$ cat src/rtl/proc_csr_io_pkg.sv
// Shared defaults and the channel-select width helper for the CSR I/O unit.
package proc_csr_io_pkg;

   localparam int NUM_IN_DEF  = 3;
   localparam int NUM_OUT_DEF = 3;
   localparam int W_DEF       = 32;
   localparam int DEPTH_DEF   = 3;

   // Select width wide enough for the larger channel count, never zero.
   function automatic int sel_width(input int n_in, input int n_out);
      int n;
      n = (n_in > n_out) ? n_in : n_out;
      return (n > 1) ? $clog2(n) : 1;
   endfunction

endpackage

$ cat src/rtl/proc_csr_io_stage.sv
// One in-flight CSR write slot {val, sel, data}; en holds when low, clr drops the entry.
module proc_csr_io_stage #(
   parameter int SELW = 2,
   parameter int W    = 32
) (
   input  logic            clk,
   input  logic            rst,
   input  logic            en,
   input  logic            clr,
   input  logic            d_val,
   input  logic [SELW-1:0] d_sel,
   input  logic [W-1:0]    d_data,
   output logic            q_val,
   output logic [SELW-1:0] q_sel,
   output logic [W-1:0]    q_data
);

   logic            val_d, val_q;
   logic [SELW-1:0] sel_d, sel_q;
   logic [W-1:0]    data_d, data_q;

   always_comb begin
      val_d  = val_q;
      sel_d  = sel_q;
      data_d = data_q;
      if (en) begin
         val_d  = d_val;
         sel_d  = d_sel;
         data_d = d_data;
      end
      if (clr) val_d = 1'b0;
   end

   // NOTE: sequential state uses non-blocking assignments so every flop samples pre-edge values.
   always_ff @(posedge clk) begin
      if (!rst) val_q <= 1'b0;
      else      val_q <= val_d;
   end

   // NOTE: the payload is left unreset on purpose; val gates every use of it.
   always_ff @(posedge clk) begin
      sel_q  <= sel_d;
      data_q <= data_d;
   end

   assign q_val  = val_q;
   assign q_sel  = sel_q;
   assign q_data = data_q;

endmodule

$ cat src/rtl/proc_csr_io.sv
// CSR I/O unit: sampled reads, pipelined writes committing at writeback, hazard status.
module proc_csr_io
   import proc_csr_io_pkg::*;
#(
   parameter int NUM_IN  = NUM_IN_DEF,
   parameter int NUM_OUT = NUM_OUT_DEF,
   parameter int W       = W_DEF,
   parameter int DEPTH   = DEPTH_DEF,
   parameter int SELW    = sel_width(NUM_IN, NUM_OUT)
) (
   input  logic                 clk,
   input  logic                 rst,
   input  logic [NUM_IN*W-1:0]  in,
   output logic [NUM_OUT*W-1:0] out,
   output logic [NUM_OUT-1:0]   out_upd,
   input  logic                 rd_val,
   input  logic [SELW-1:0]      rd_sel,
   output logic [W-1:0]         rd_data,
   output logic                 rd_err,
   input  logic                 wr_val,
   input  logic [SELW-1:0]      wr_sel,
   input  logic [W-1:0]         wr_data,
   output logic                 wr_err,
   input  logic                 stall,
   input  logic [DEPTH-1:0]     kill,
   output logic [NUM_OUT-1:0]   pending,
   output logic                 busy
);

   localparam logic [SELW:0] NUM_IN_L  = NUM_IN[SELW:0];
   localparam logic [SELW:0] NUM_OUT_L = NUM_OUT[SELW:0];

   logic            st_val  [DEPTH];
   logic [SELW-1:0] st_sel  [DEPTH];
   logic [W-1:0]    st_data [DEPTH];
   logic            nx_val  [DEPTH];
   logic [SELW-1:0] nx_sel  [DEPTH];
   logic [W-1:0]    nx_data [DEPTH];
   logic            wr_ok;
   logic            commit;

   always_comb begin
      wr_ok      = wr_val && !stall && ({1'b0, wr_sel} < NUM_OUT_L);
      nx_val[0]  = wr_ok;
      nx_sel[0]  = wr_sel;
      nx_data[0] = wr_data;
      // An entry killed in stage i-1 must not propagate into stage i.
      for (int i = 1; i < DEPTH; i++) begin
         nx_val[i]  = st_val[i-1] && !kill[i-1];
         nx_sel[i]  = st_sel[i-1];
         nx_data[i] = st_data[i-1];
      end
   end

   for (genvar i = 0; i < DEPTH; i++) begin : g_stage
      proc_csr_io_stage #(
         .SELW(SELW),
         .W   (W)
      ) u_stage (
         .clk   (clk),
         .rst   (rst),
         .en    (!stall),
         .clr   (kill[i]),
         .d_val (nx_val[i]),
         .d_sel (nx_sel[i]),
         .d_data(nx_data[i]),
         .q_val (st_val[i]),
         .q_sel (st_sel[i]),
         .q_data(st_data[i])
      );
   end

   assign commit = !stall && st_val[DEPTH-1] && !kill[DEPTH-1];

   logic [NUM_OUT*W-1:0] out_d, out_q;
   logic [NUM_OUT-1:0]   out_upd_d, out_upd_q;
   logic [W-1:0]         rd_data_d, rd_data_q;
   logic                 rd_err_d, rd_err_q;
   logic                 wr_err_d, wr_err_q;

   always_comb begin
      out_d     = out_q;
      out_upd_d = '0;
      for (int c = 0; c < NUM_OUT; c++) begin
         if (commit && st_sel[DEPTH-1] == c[SELW-1:0]) begin
            out_d[c*W +: W] = st_data[DEPTH-1];
            out_upd_d[c]    = 1'b1;
         end
      end

      rd_data_d = '0;
      rd_err_d  = 1'b0;
      if (rd_val) begin
         if ({1'b0, rd_sel} < NUM_IN_L) begin
            for (int k = 0; k < NUM_IN; k++) begin
               if (rd_sel == k[SELW-1:0]) rd_data_d = in[k*W +: W];
            end
         end else begin
            rd_err_d = 1'b1;
         end
      end

      wr_err_d = wr_val && !stall && !({1'b0, wr_sel} < NUM_OUT_L);
   end

   always_ff @(posedge clk) begin
      if (!rst) begin
         out_q     <= '0;
         out_upd_q <= '0;
         rd_data_q <= '0;
         rd_err_q  <= 1'b0;
         wr_err_q  <= 1'b0;
      end else begin
         out_q     <= out_d;
         out_upd_q <= out_upd_d;
         rd_data_q <= rd_data_d;
         rd_err_q  <= rd_err_d;
         wr_err_q  <= wr_err_d;
      end
   end

   always_comb begin
      pending = '0;
      busy    = 1'b0;
      for (int i = 0; i < DEPTH; i++) begin
         busy = busy || st_val[i];
         for (int c = 0; c < NUM_OUT; c++) begin
            if (st_val[i] && st_sel[i] == c[SELW-1:0]) pending[c] = 1'b1;
         end
      end
   end

   assign out     = out_q;
   assign out_upd = out_upd_q;
   assign rd_data = rd_data_q;
   assign rd_err  = rd_err_q;
   assign wr_err  = wr_err_q;

endmodule

$ cat config.mk
export PLATFORM = sky130hd
export DESIGN_NAME = proc_csr_io
export DESIGN_NICKNAME = d
export VERILOG_FILES = /design/src/rtl/proc_csr_io_pkg.sv /design/src/rtl/proc_csr_io_stage.sv /design/src/rtl/proc_csr_io.sv
export SDC_FILE = /design/constraint.sdc
export NUM_CORES = 1
export LEC_CHECK = 0
export BUFFER_PORTS_ARGS = -buffer_cell sky130_fd_sc_hd__buf_2
export CORE_ASPECT_RATIO = 0.75
export CORE_MARGIN = 2
export CORE_UTILIZATION = 45
export DETAILED_ROUTE_END_ITERATION = 10
export GPL_TIMING_DRIVEN = 0
export PLACE_DENSITY = 0.74
export SETUP_SLACK_MARGIN = 0.5
export SYNTH_ARGS = -nofsm -noshare
export SYNTH_HDL_FRONTEND = slang
export SYNTH_SLANG_ARGS = --single-unit
$ cat constraint.sdc
create_clock -name clk -period 4.5 [get_ports clk]
set_input_delay 1.35 -clock clk [delete_from_list [all_inputs] [get_ports clk]]
set_output_delay 1.35 -clock clk [all_outputs]
set_load 0.02 [all_outputs]
==> results of run 1 <==
[sequential cells by signal (all words and copies together) (netlist names)]
name,count
wr_err,1
g_stage.u_stage.q_data,96
g_stage.u_stage.q_val,3
out_upd,3
g_stage.u_stage.q_sel,6
rd_err,1
out,96
rd_data,32
[layout by cell type (no fill, tap or decap), types with 2 or more instances in the layout]
cell type / instances
buf_2: 281
dfxtp_1: 136
nand2_1: 135
mux2i_1: 128
edfxtp_1: 102
nor2_1: 34
a2bb2oi_1: 31
clkbuf_1: 27
clkbuf_16: 25
nand3b_1: 5
nor3b_1: 5
buf_12: 5
buf_6: 4
nor3_1: 4
clkinv_2: 4
buf_4: 3
a21oi_1: 3
clkbuf_8: 3
or3_1: 2
nand3_1: 2
clkinvlp_4: 2
[kinds of logic (layout without fill, tap and decap cells)]
| logic type | count (synthesis) | after routing | share of synthesized area, % |
|---|---|---|---|
| flops | 238 | 238 | 68.4 |
| simple gates | 195 | 195 | 9.79 |
| mux | 128 | 128 | 15.1 |
| buf+inv | 43 | 359 | 3.12 |
| compound gates | 36 | 36 | 3.55 |
[critical path: stages (launching register included)]
cell     delay, ns
dfxtp_1       0.37
nor3b_1       0.16
or3_1         0.37
buf_2         0.17
[power by group through the flow]
| stage | Combinational [W] | Clock, W | Sequential, W |
|---|---|---|---|
| 4_1_cts | 0.000246 | 0.00193 | 0.00236 |
| 5_1_grt | 0.000266 | 0.00201 | 0.00236 |
| 2_1_floorplan | 0.000116 | 0 | 0.00241 |
| 3_5_place_dp | 0.000245 | 0 | 0.00241 |
| 6_report | 0.000243 | 0.00189 | 0.00236 |
| 3_3_place_gp | 0.000236 | 0 | 0.00240 |
[area by class of cell]
class,instances,area [um2],area share [%]
Sequential cell,238,5790,53.0
Multi-Input combinational cell,359,2410,22.1
Timing Repair Buffer,274,1400,12.8
Clock buffer,34,689,6.31
Tap cell,247,309,2.83
Buffer,41,256,2.35
Clock inverter,8,62.6,0.573
Inverter,2,11.3,0.103
[stage by stage]
stage                     hold WS (ns)  area (um2)
after detailed placement         0.405       10200
after CTS                        0.417       10900
final                            0.414       10900
after global placement           0.401       10100
after floorplan                  0.400        8460
after global routing             0.420       10900
[path summary, 6_finish.rpt]
path | endpoint | depth (start not counted) | startpoint | slack, ns
setup / recovery | pending[0] | 3 | g_stage[2].u_stage.q_val$_SDFFE_PP0N_ | 1.59
hold / removal | g_stage[2].u_stage.q_data[11]$_DFFE_PN_ | 0 | g_stage[1].u_stage.q_data[11]$_DFFE_PN_ | 0.41
setup reg to reg | out[32]$_SDFFE_PN0P_ | 4 | g_stage[2].u_stage.q_sel[0]$_DFFE_PN_ | 2.86
hold reg to reg | g_stage[2].u_stage.q_data[11]$_DFFE_PN_ | 0 | g_stage[1].u_stage.q_data[11]$_DFFE_PN_ | 0.41
[routing by layer]
| metal | GRT usage [%] | vias up | routed length (um) |
|---|---|---|---|
| met1 | 28.1 | 2835 | 9530 |
| li1 | - | 2852 | - |
| met5 | 0 | - | 0 |
| met4 | 5.20 | 0 | 506 |
| met2 | 33.1 | 170 | 9540 |
| met3 | 3.58 | 40 | 1020 |
==> summary.md, run 1 <==
| Metric | Value |
|---|---|
| Yosys top cell area share | 36.2% |
| Most frequent cell after synthesis | dfxtp_1 |
| Layout Nets | 1079 |
| Slew @ Worst Pin | 0.643 ns |
| Die H | 123 um |
| Number of antenna violations at the first check in global routing | 0 |
| #FFs+latches synth | 238 |
| Comb pwr share | 5.4% |
| RSZ-0062 raised after global routing | false |
| Row count | 43 |
| Layout cells sized above 1 | 35.0% |
| Status | complete, no violations |
| Cell area after synthesis | 8460 um2 |
| Switching share of power | 21.7% |
| Worst Path Arrival | 1.56 ns |
| Clock Pin Slew Worst Setup and Hold Paths | 0.06 ns |
| Core outline area | 18500 um2 |
| Root Driver | clkbuf_16 |
| Post-DR vias/cell | 4.90 |
| ANT cells | 0 |
| Final Hold Fails | 0 |
| Crit Path Max Fanout | 7 |
| Syn_area_per_cell | 13.2 um2 |
| Synth cell count leaders | 136 x dfxtp_1, 135 x nand2_1, 128 x mux2i_1 |
| Initial Util | 45.8% |
| CTS Hold Bufs | 0 |
| DRT Pass-1 Iters | 4 |
| CP Class | flop to output port |
| Fillers | 1535 |
| Clock power frac | 42.1% |
| Ys flop type | dfxtp_1 |
| Seq pwr share | 52.5% |
| Number of flops mapped to enable cells by yosys | 102 |
| CTS Sinks | 238 |
| CTS Buf Count | 23 |
| Routed length per instance | 17.1 um |
| Headroom to the max-slew limit | 57.1% |
| Max Cap Viol | 0 |
| Via count | 5897 |
| Slew Viols, Final | 0 |
| Die area | 19900 um2 |
| Area contributors post-synth | edfxtp_1 36%, dfxtp_1 32%, mux2i_1 15% |
| Switching power | 0.000973 W |
| Port Buf Inserts | 272 |
| Detail Route Antenna Nets | 0 |
| GRT Residual Overflow | 0 |
| Die W | 162 um |
| Overall power | 0.00449 W |
| Worst EP required | 3.15 ns |
| Clk_lat worst skew | 0.51 ns |
| CTS H-tree depth | 1 |
| Vias in the first global route | 5823 |
| Setup crit start kind | flop |
| IO Count | 277 |
| TritonCTS clock tree | yes |
| Final setup margin | 1.59 ns |
| Setup crit end kind | output port |
| Minimum clock period | 2.91 ns |
| Worst vdd ir | 0.000259 V |
| Seq/Total Area, Yosys | 68.4% |
| DPL Wire Length | 15000 um |
| Global-route wire length before repair | 31200 um |
| Largest net degree at the start of global routing | 45 |
| Post-CTS Resized | 0 |
| Placed insts | 1161 |
| Cell Pwr Density | 411 nW/um2 |
| Post-synthesis cell count | 640 |
| HP Class | flop to flop |
| Non-filler instance count after layout | 1203 |
| Starting DRT DRC Count | 310 |
| RD Place Congestion | 0.845 |
| Fin Clk Skew | 0.0204 ns |
| Final period util | 64.7% |
| Post-synthesis async set-or-reset flop share | 0% |
| Yosys warns | 0 |
| Synth-to-Final Area Change | 29.2% |
| Final Setup Violations | 0 |
| Final wirelength | 20600 um |
| Setup_tns | 0 ns |
| Cell taking the most area after synthesis | edfxtp_1 |
| Syn nets | 780 |
| Clock Path Buffers | 3 |
| Fmax | 0.343 GHz |
| DRC | 0 |
| Post-CTS Setup Bufs | 0 |
| Final cell utilization of the core | 59.2% |
| LEAKAGE | 5.16 nW |
| Int Pwr | 0.00352 W |
| Overall routing resource usage | 20.2% |
| Synth cell types | 29 |
| Dpl ws | 1.31 ns |
Note: power is estimated with default switching activity, not from simulation.
==> run 2: changes to the inputs <==
--- a/config.mk
+++ b/config.mk
@@ -8,10 +8,10 @@
 export BUFFER_PORTS_ARGS = -buffer_cell sky130_fd_sc_hd__buf_2
 export CORE_ASPECT_RATIO = 0.75
 export CORE_MARGIN = 2
-export CORE_UTILIZATION = 45
+export CORE_UTILIZATION = 50
 export DETAILED_ROUTE_END_ITERATION = 10
 export GPL_TIMING_DRIVEN = 0
-export PLACE_DENSITY = 0.74
+export PLACE_DENSITY = 0.78
 export SETUP_SLACK_MARGIN = 0.5
 export SYNTH_ARGS = -nofsm -noshare
 export SYNTH_HDL_FRONTEND = slang
==> constraint.sdc (replaced) <==
create_clock -name clk -period 2.8 [get_ports clk]
set_input_delay 0.84 -clock clk [delete_from_list [all_inputs] [get_ports clk]]
set_output_delay 0.84 -clock clk [all_outputs]
set_load 0.02 [all_outputs]
==> run 2 against run 1 <==
Compared with the run above: die area is 9.7% lower; sequential power rose by 61%; global-route usage rose by 1.3 points; wire length decreased by 2.0%; combinational power increased by 69%; sequential share of layout area down 0.32 points; register-to-register slack got worse by 1.7 ns; critical endpoint unchanged; sequential cell count unchanged; critical path depth unchanged.
==> summary.md, run 2 (same netlist as run 1, synthesis figures left out) <==
| Metric | Value |
|---|---|
| Synth-to-Final Area Change | 30.1% |
| Status | complete, no violations |
| Initial Util | 50.7% (+4.9 points) |
| Worst hold stages | 0 (unchanged) |
| Clk_lat worst skew | 0.50 ns (about the same) |
| Worst EP required | 1.96 ns (-1.19 ns) |
| HP Class | flop to flop |
| Crit path from | g_stage[1].u_stage.q_sel[1]$_DFFE_PN_ |
| Setup slack, reg-to-reg | 1.20 ns (-1.66 ns) |
| Crit Path Max Fanout | 4 (-3) |
| Final Hold Fails | 0 (unchanged) |
| Critical Path Sink | pending[0] |
| Routed length per instance | 17.1 um (-0.20%) |
| Slew Viols, Final | 0 (unchanged) |
| Layout Nets | 1089 (+0.93%) |
| Worst reg2reg path endpoint | out[15]$_SDFFE_PN0P_ |
| Reg area | 5790 um2 (+0.11%) |
| LEAKAGE | 5.21 nW (+0.98%) |
| Final period util | 84.0% |
| ANT cells | 0 (unchanged) |
| Port Buf Inserts | 272 (unchanged) |
| CTS Sinks | 238 (unchanged) |
| Final wirelength | 20200 um (-2.0%) |
| Minimum clock period | 2.35 ns |
| Worst R2R Start | g_stage[2].u_stage.q_sel[0]$_DFFE_PN_ |
| Slowest stage delay, CP | 0.41 ns (+0.04 ns) |
| Worst vdd ir | 0.000553 V (+110%) |
| CP Class | flop to output port |
| CP top delay family | simple AND/OR/NAND/NOR gates |
| CTS H-tree depth | 1 (unchanged) |
| Cell chain of the critical path | nor3b_2 > or3_4 > buf_6 |
| Detail Route Antenna Nets | 0 (unchanged) |
| Via count | 5890 (-0.12%) |
| GRT Residual Overflow | 0 (unchanged) |
| Final cell utilization of the core | 66.0% (+6.8 points) |
| Crit path buf inv count | 1 (unchanged) |
| TritonCTS clock tree | yes |
| Switching share of power | 21.0% (-0.70 points) |
| Worst Path Arrival | 1.51 ns (-0.05 ns) |
| Vias in the first global route | 5483 (-5.8%) |
| Headroom to the max-slew limit | 52.3% (-4.9 points) |
| Setup crit end kind | output port |
| R2r worst-path depth | 6 (+2) |
| Max Cap Viol | 0 (unchanged) |
| RSZ-0062 raised after global routing | true |
| Slew @ Worst Pin | 0.714 ns (+0.0713 ns) |
| Int Pwr | 0.00562 W (+60%) |
| Met1 Resource Use GR | 31.3% (+3.2 points) |
| Comb pwr share | 5.8% (+0.4 points) |
| Starting DRT DRC Count | 275 (-11%) |
| Switching power | 0.00149 W (+53%) |
| Number of antenna violations at the first check in global routing | 1 (+1) |
| DPL Wire Length | 14400 um (-4.4%) |
| DRT Pass-1 Iters | 4 (unchanged) |
| Fillers | 1294 (-16%) |
| Worst path depth | 3 (unchanged) |
| Clock Pin Slew Worst Setup and Hold Paths | 0.06 ns (about the same) |
| Row count | 41 (-4.7%) |
| Post-DR vias/cell | 4.99 (+1.7%) |
| Die W | 154 um (-5.0%) |
| Final Setup Violations | 0 (unchanged) |
| CTS Hold Bufs | 0 (unchanged) |
| Die area | 18000 um2 (-9.7%) |
| Clock power frac | 40.9% (-1.2 points) |
| IO Count | 277 (unchanged) |
| Overall routing resource usage | 21.5% (+1.3 points) |
| Setup crit start kind | flop |
| Cell Pwr Density | 646 nW/um2 (+57%) |
| Clock Path Buffers | 3 (unchanged) |
| Fmax | 0.425 GHz |
| Root Driver | clkbuf_16 |
| Die H | 117 um (-5.0%) |
| Seq pwr share | 53.3% (+0.8 points) |
| RD Place Congestion | 0.870 (+3.0%) |
| Most frequent cells in the layout | 278 x buf_2, 134 x nand2_1, 133 x dfxtp_1 |
| Core outline area | 16700 um2 (-9.7%) |
| Commonest non-fill, non-tap cell in the layout | buf_2 |
| Layout cells sized above 1 | 36.1% (+1.1 points) |
| Met3 usage | 4.12% (+0.54 points) |
| CTS Buf Count | 23 (unchanged) |
| Hold Slack | 0.414 ns (+0.000237 ns) |
| Footprint of the multi-input gates | 2430 um2 (+0.93%) |
| Largest net degree at the start of global routing | 40 (-11%) |
| GR Util met2 | 34.3% (+1.2 points) |
| Slowest cell on crit path | edfxtp_1 |
| DRC | 0 (unchanged) |
| Global-route wire length before repair | 29900 um (-4.3%) |
| Top Usage Layer GRT | met2 |
| Fin Clk Skew | 0.00882 ns (-0.0115 ns) |
run 2: cell count changes in the layout (fill, tap and decap cells not counted), sizes merged:
cell,delta
clkbuf,+1
clkinvlp,-1
bufinv,+1
inv,+1
clkinv,-2
buf,+10
run 2: power by group through the flow:
stage	combinational (W)	clock (W)	sequential, W
6_report	0.000410	0.00291	0.00379
5_1_grt	0.000446	0.00311	0.00380
4_1_cts	0.000408	0.00298	0.00379
3_5_place_dp	0.000394	0	0.00387
3_3_place_gp	0.000382	0	0.00387
2_1_floorplan	0.000190	0	0.00388
run 2: worst min-delay path by stage:
stage	startpoint	endpoint
floorplan	g_stage[0].u_stage.q_data[0]$_DFFE_PN_	g_stage[1].u_stage.q_data[0]$_DFFE_PN_
global placement	g_stage[1].u_stage.q_data[6]$_DFFE_PN_	g_stage[2].u_stage.q_data[6]$_DFFE_PN_
detailed placement	g_stage[0].u_stage.q_data[4]$_DFFE_PN_	g_stage[1].u_stage.q_data[4]$_DFFE_PN_
CTS	g_stage[0].u_stage.q_data[1]$_DFFE_PN_	g_stage[1].u_stage.q_data[1]$_DFFE_PN_
global route	g_stage[1].u_stage.q_data[14]$_DFFE_PN_	g_stage[2].u_stage.q_data[14]$_DFFE_PN_
finish	g_stage[1].u_stage.q_data[29]$_DFFE_PN_	g_stage[2].u_stage.q_data[29]$_DFFE_PN_
run 2: final cells by class:
cell class	instances	share of cell area, %
multi-input cells	359	22.1
inverters	2	0.102
clock inverters	7	0.614
flip-flops and latches	238	52.6
plain buffers	41	2.62
repair buffers	284	13.7
well taps	215	2.44
clock buffers	35	5.82
run 2: per-stage QoR:
step | setup TNS [ns] | total power [W] | cells | instance area [um2] | worst slack, ns
2_1_floorplan | -25.00 | 0.00407 | 640 | 8490 | -0.584
3_3_place_gp | -129.62 | 0.00425 | 1127 | 10100 | -1.59
3_5_place_dp | 0 | 0.00426 | 1129 | 10200 | 0.0167
6_report | 0 | 0.00710 | 1181 | 11000 | 0.449
4_1_cts | 0 | 0.00718 | 1180 | 11000 | 0.461
5_1_grt | 0 | 0.00735 | 1181 | 11000 | 0.403
run 2: routing by layer:
| layer | vias to the layer above | wire length (um) |
|---|---|---|
| li1 | 2864 | - |
| met1 | 2841 | 9750 |
| met2 | 160 | 9080 |
| met3 | 23 | 1050 |
| met4 | 2 | 284 |
| met5 | - | 11 |
run 2: what timing repair did:
item                       CTS  global route
setup endpoints to repair    3             4
buffers inserted             9             1
pin swaps                    1             2
resized for setup            9             8
run 2: worst reg2reg max path, cell delays in order, from the launching register on:
cell and delay [ns]:
edfxtp_1 0.40, buf_4 0.17, nor4b_4 0.25, and2b_1 0.18
buf_6 0.16, buf_12 0.16, mux2i_1 0.20
==> run 3: changes to the inputs <==
--- a/config.mk
+++ b/config.mk
@@ -5,13 +5,14 @@
 export SDC_FILE = /design/constraint.sdc
 export NUM_CORES = 1
 export LEC_CHECK = 0
+export ABC_AREA = 1
 export BUFFER_PORTS_ARGS = -buffer_cell sky130_fd_sc_hd__buf_2
 export CORE_ASPECT_RATIO = 0.75
 export CORE_MARGIN = 2
-export CORE_UTILIZATION = 50
+export CORE_UTILIZATION = 51
 export DETAILED_ROUTE_END_ITERATION = 10
 export GPL_TIMING_DRIVEN = 0
-export PLACE_DENSITY = 0.78
+export PLACE_DENSITY = 0.79
 export SETUP_SLACK_MARGIN = 0.5
 export SYNTH_ARGS = -nofsm -noshare
 export SYNTH_HDL_FRONTEND = slang
==> constraint.sdc (replaced) <==
create_clock -name clk -period 2.3 [get_ports clk]
set_input_delay 0.69 -clock clk [delete_from_list [all_inputs] [get_ports clk]]
set_output_delay 0.69 -clock clk [all_outputs]
set_load 0.02 [all_outputs]
==> run 3 against run 2 <==
Compared with the run above: global-route usage grew 2.8 points; via count grew 28%; wire length grew 13%; non-clock buffer count grew 12; count of clock-buffer cells in the layout shrank 8; power grew 25%; worst hold slack lost 0.056 ns; final area grew 3.6%; synthesized area grew 4.1%; highest routed layer is now met4; largest power group unchanged.
==> summary.md, run 3 <==
| Metric | Value |
|---|---|
| TritonCTS clock tree | yes |
| Slowest stage delay, CP | 0.45 ns (+0.04 ns) |
| Core outline area | 16900 um2 (+1.2%) |
| Post-synthesis async set-or-reset flop share | 0% (unchanged) |
| Cell area after synthesis | 8800 um2 (+4.1%) |
| ANT cells | 0 (unchanged) |
| Minimum clock period | 2.27 ns |
| Root Driver | clkbuf_16 |
| Detail Route Antenna Nets | 0 (unchanged) |
| Yosys warns | 0 (unchanged) |
| Row count | 41 (unchanged) |
| DPL Wire Length | 16300 um (+13%) |
| LEAKAGE | 5.53 nW (+6.1%) |
| #FFs+latches synth | 238 (unchanged) |
| Setup crit end kind | output port |
| Worst R2R Start | g_stage[2].u_stage.q_sel[1]$_DFFE_PN_ |
| Cell chain of the critical path | buf_6 > nor2_4 > buf_8 > nand2_4 > nand3_2 > buf_6 |
| Layout Nets | 1408 (+29%) |
| Setup crit start kind | flop |
| Slew Viols, Final | 0 (unchanged) |
| Synth cell count leaders | 230 x nand2_1, 198 x nor2_1, 138 x nand3_1 |
| Worst EP required | 1.61 ns (-0.35 ns) |
| Initial Util | 52.2% (+1.4 points) |
| Final wirelength | 22800 um (+13%) |
| Die area | 18300 um2 (+2.0%) |
| Seq/Total Area, Yosys | 65.7% (-2.7 points) |
| RSZ-0062 raised after global routing | true |
| Cell taking the most area after synthesis | edfxtp_1 |
| Largest net degree at the start of global routing | 55 (+38%) |
| Dpl ws | -0.177 ns (-0.194 ns) |
| Commonest non-fill, non-tap cell in the layout | buf_2 |
| Syn_area_per_cell | 9.21 um2 (-30%) |
| Global-route wire length before repair | 35400 um (+18%) |
| Synth cell types | 22 (-24%) |
| Final Hold Fails | 0 (unchanged) |
| Starting DRT DRC Count | 635 (+130%) |
| CTS Sinks | 238 (unchanged) |
| GRT Residual Overflow | 0 (unchanged) |
| Post-synthesis cell count | 956 (+49%) |
| Post-DR vias/cell | 5.01 (+0.50%) |
| Overall routing resource usage | 24.3% (+2.8 points) |
| Layout cells sized above 1 | 31.3% (-4.8 points) |
| Die H | 118 um (+0.97%) |
| HP Class | primary input to flop |
| CTS Hold Bufs | 0 (unchanged) |
| Final Setup Violations | 0 (unchanged) |
| Critical path's most frequent cell | buf_6 |
| Hold Path Origin | wr_data[29] |
| Area contributors post-synth | edfxtp_1 35%, dfxtp_1 31%, nand2_1 9.8% |
| Clock Pin Slew Worst Setup and Hold Paths | 0.07 ns (about the same) |
| CTS H-tree depth | 1 (unchanged) |
| Synth-to-Final Area Change | 29.5% |
| Fin Clk Skew | 0.0104 ns (+0.00158 ns) |
| Crit path from | g_stage[2].u_stage.q_sel[1]$_DFFE_PN_ |
| Slew @ Worst Pin | 0.602 ns (-0.112 ns) |
| CP Class | flop to output port |
| IO Count | 277 (unchanged) |
| Number of antenna violations at the first check in global routing | 0 (-1) |
| RD Place Congestion | 0.871 (+0.10%) |
| Via count | 7513 (+28%) |
| Most frequent cells in the layout | 285 x buf_2, 228 x nand2_1, 198 x nor2_1 |
| Routed length per instance | 15.2 um (-11%) |
| DRC | 0 (unchanged) |
| CTS Buf Count | 23 (unchanged) |
| Vias in the first global route | 6944 (+27%) |
| Final period util | 98.7% |
| Headroom to the max-slew limit | 59.9% (+7.6 points) |
| Final setup margin | 0.0293 ns (-0.420 ns) |
| Clk_lat worst skew | 0.50 ns (about the same) |
| Yosys top cell area share | 34.8% (-1.4 points) |
| Final cell utilization of the core | 67.5% (+1.5 points) |
| Most frequent cell after synthesis | nand2_1 |
| Fmax | 0.440 GHz |
| Syn nets | 1096 (+41%) |
| Port Buf Inserts | 275 (+1.1%) |
| Max Cap Viol | 0 (unchanged) |
| Number of flops mapped to enable cells by yosys | 102 (unchanged) |
| DRT Pass-1 Iters | 7 (+3) |
| Cell Pwr Density | 778 nW/um2 (+20%) |
| Clock Path Buffers | 3 (unchanged) |
| Ys flop type | dfxtp_1 |
| Worst Path Arrival | 1.58 ns (+0.07 ns) |
| Worst vdd ir | 0.000631 V (+14%) |
| Die W | 156 um (+0.97%) |
| Slowest cell on crit path | edfxtp_1 |
| Status | complete, no violations |
| Crit Path Max Fanout | 3 (-1) |
[run 3: layer usage]
metal | GRT usage, % | wire length [um] | vias up
met2 | 39.2 | 10600 | 346
li1 | - | - | 3659
met5 | 0 | 0 | -
met3 | 4.34 | 2000 | 47
met1 | 34.6 | 9730 | 3461
met4 | 5.16 | 499 | 0
[run 3: cell type report]
class / instances / area (um2)
timing repair buffer: 286 / 1490
multi-input combinational: 587 / 2490
tap: 215 / 269
fill: 1374 / 5480
clock buffer: 27 / 591
inverter: 80 / 327
timing repair inverter: 1 / 8.76
buffer: 51 / 303
sequential: 238 / 5790
clock inverter: 14 / 128
[run 3: kinds of logic (layout without fill, tap and decap cells)]
group | Yosys count | in the layout | share of synthesized area, %
and+or+nand+nor | 581 | 581 | 27.4
DFF | 238 | 238 | 65.7
buffers and inverters | 131 | 459 | 6.51
AOI/OAI and AO/OA | 6 | 6 | 0.370
[run 3: per-stage QoR]
stage          area, um2  std cells  hold WS (ns)  TNS (ns)  power (W)
3_5_place_dp       10500       1446         0.405     -6.33    0.00528
4_1_cts            11400       1499         0.349         0    0.00889
5_1_grt            11400       1499         0.344   -0.0534    0.00917
2_1_floorplan       8820        956         0.400         0    0.00502
6_report           11400       1499         0.358         0    0.00887
3_3_place_gp       10500       1446         0.401     -5.47    0.00526
[run 3: worst max-delay path, delay by kind of cell, from the launching register on]
| kind | cells | cell delay [ns] |
|---|---|---|
| simple gates | 3 | 0.25 |
| flops | 1 | 0.45 |
| buf+inv | 3 | 0.39 |
[run 3: path summary, 6_finish.rpt]
check	end	depth (start not counted)	slack [ns]
max	pending[0]	6	0.03
min	g_stage[0].u_stage.q_data[29]$_DFFE_PN_	1	0.36
max reg2reg	out[12]$_SDFFE_PN0P_	9	0.61
min reg2reg	g_stage[1].u_stage.q_data[22]$_DFFE_PN_	0	0.41
[run 3: what timing repair did]
| action | CTS | global route |
|---|---|---|
| cloned | 1 | 0 |
| pin swaps | 4 | 1 |
| endpoints found under the hold margin | 0 | 0 |
| endpoints found under the setup margin | 55 | 31 |
| gates resized for setup | 29 | 10 |
| buffers inserted | 11 | 0 |
[run 3: power breakdown]
group          leakage, nW  switching (W)  internal [W]
logic                 3.07       0.000383      0.000222
clock network        0.355        0.00156       0.00207
registers             2.10      0.0000478       0.00458
total                 5.53        0.00199       0.00687
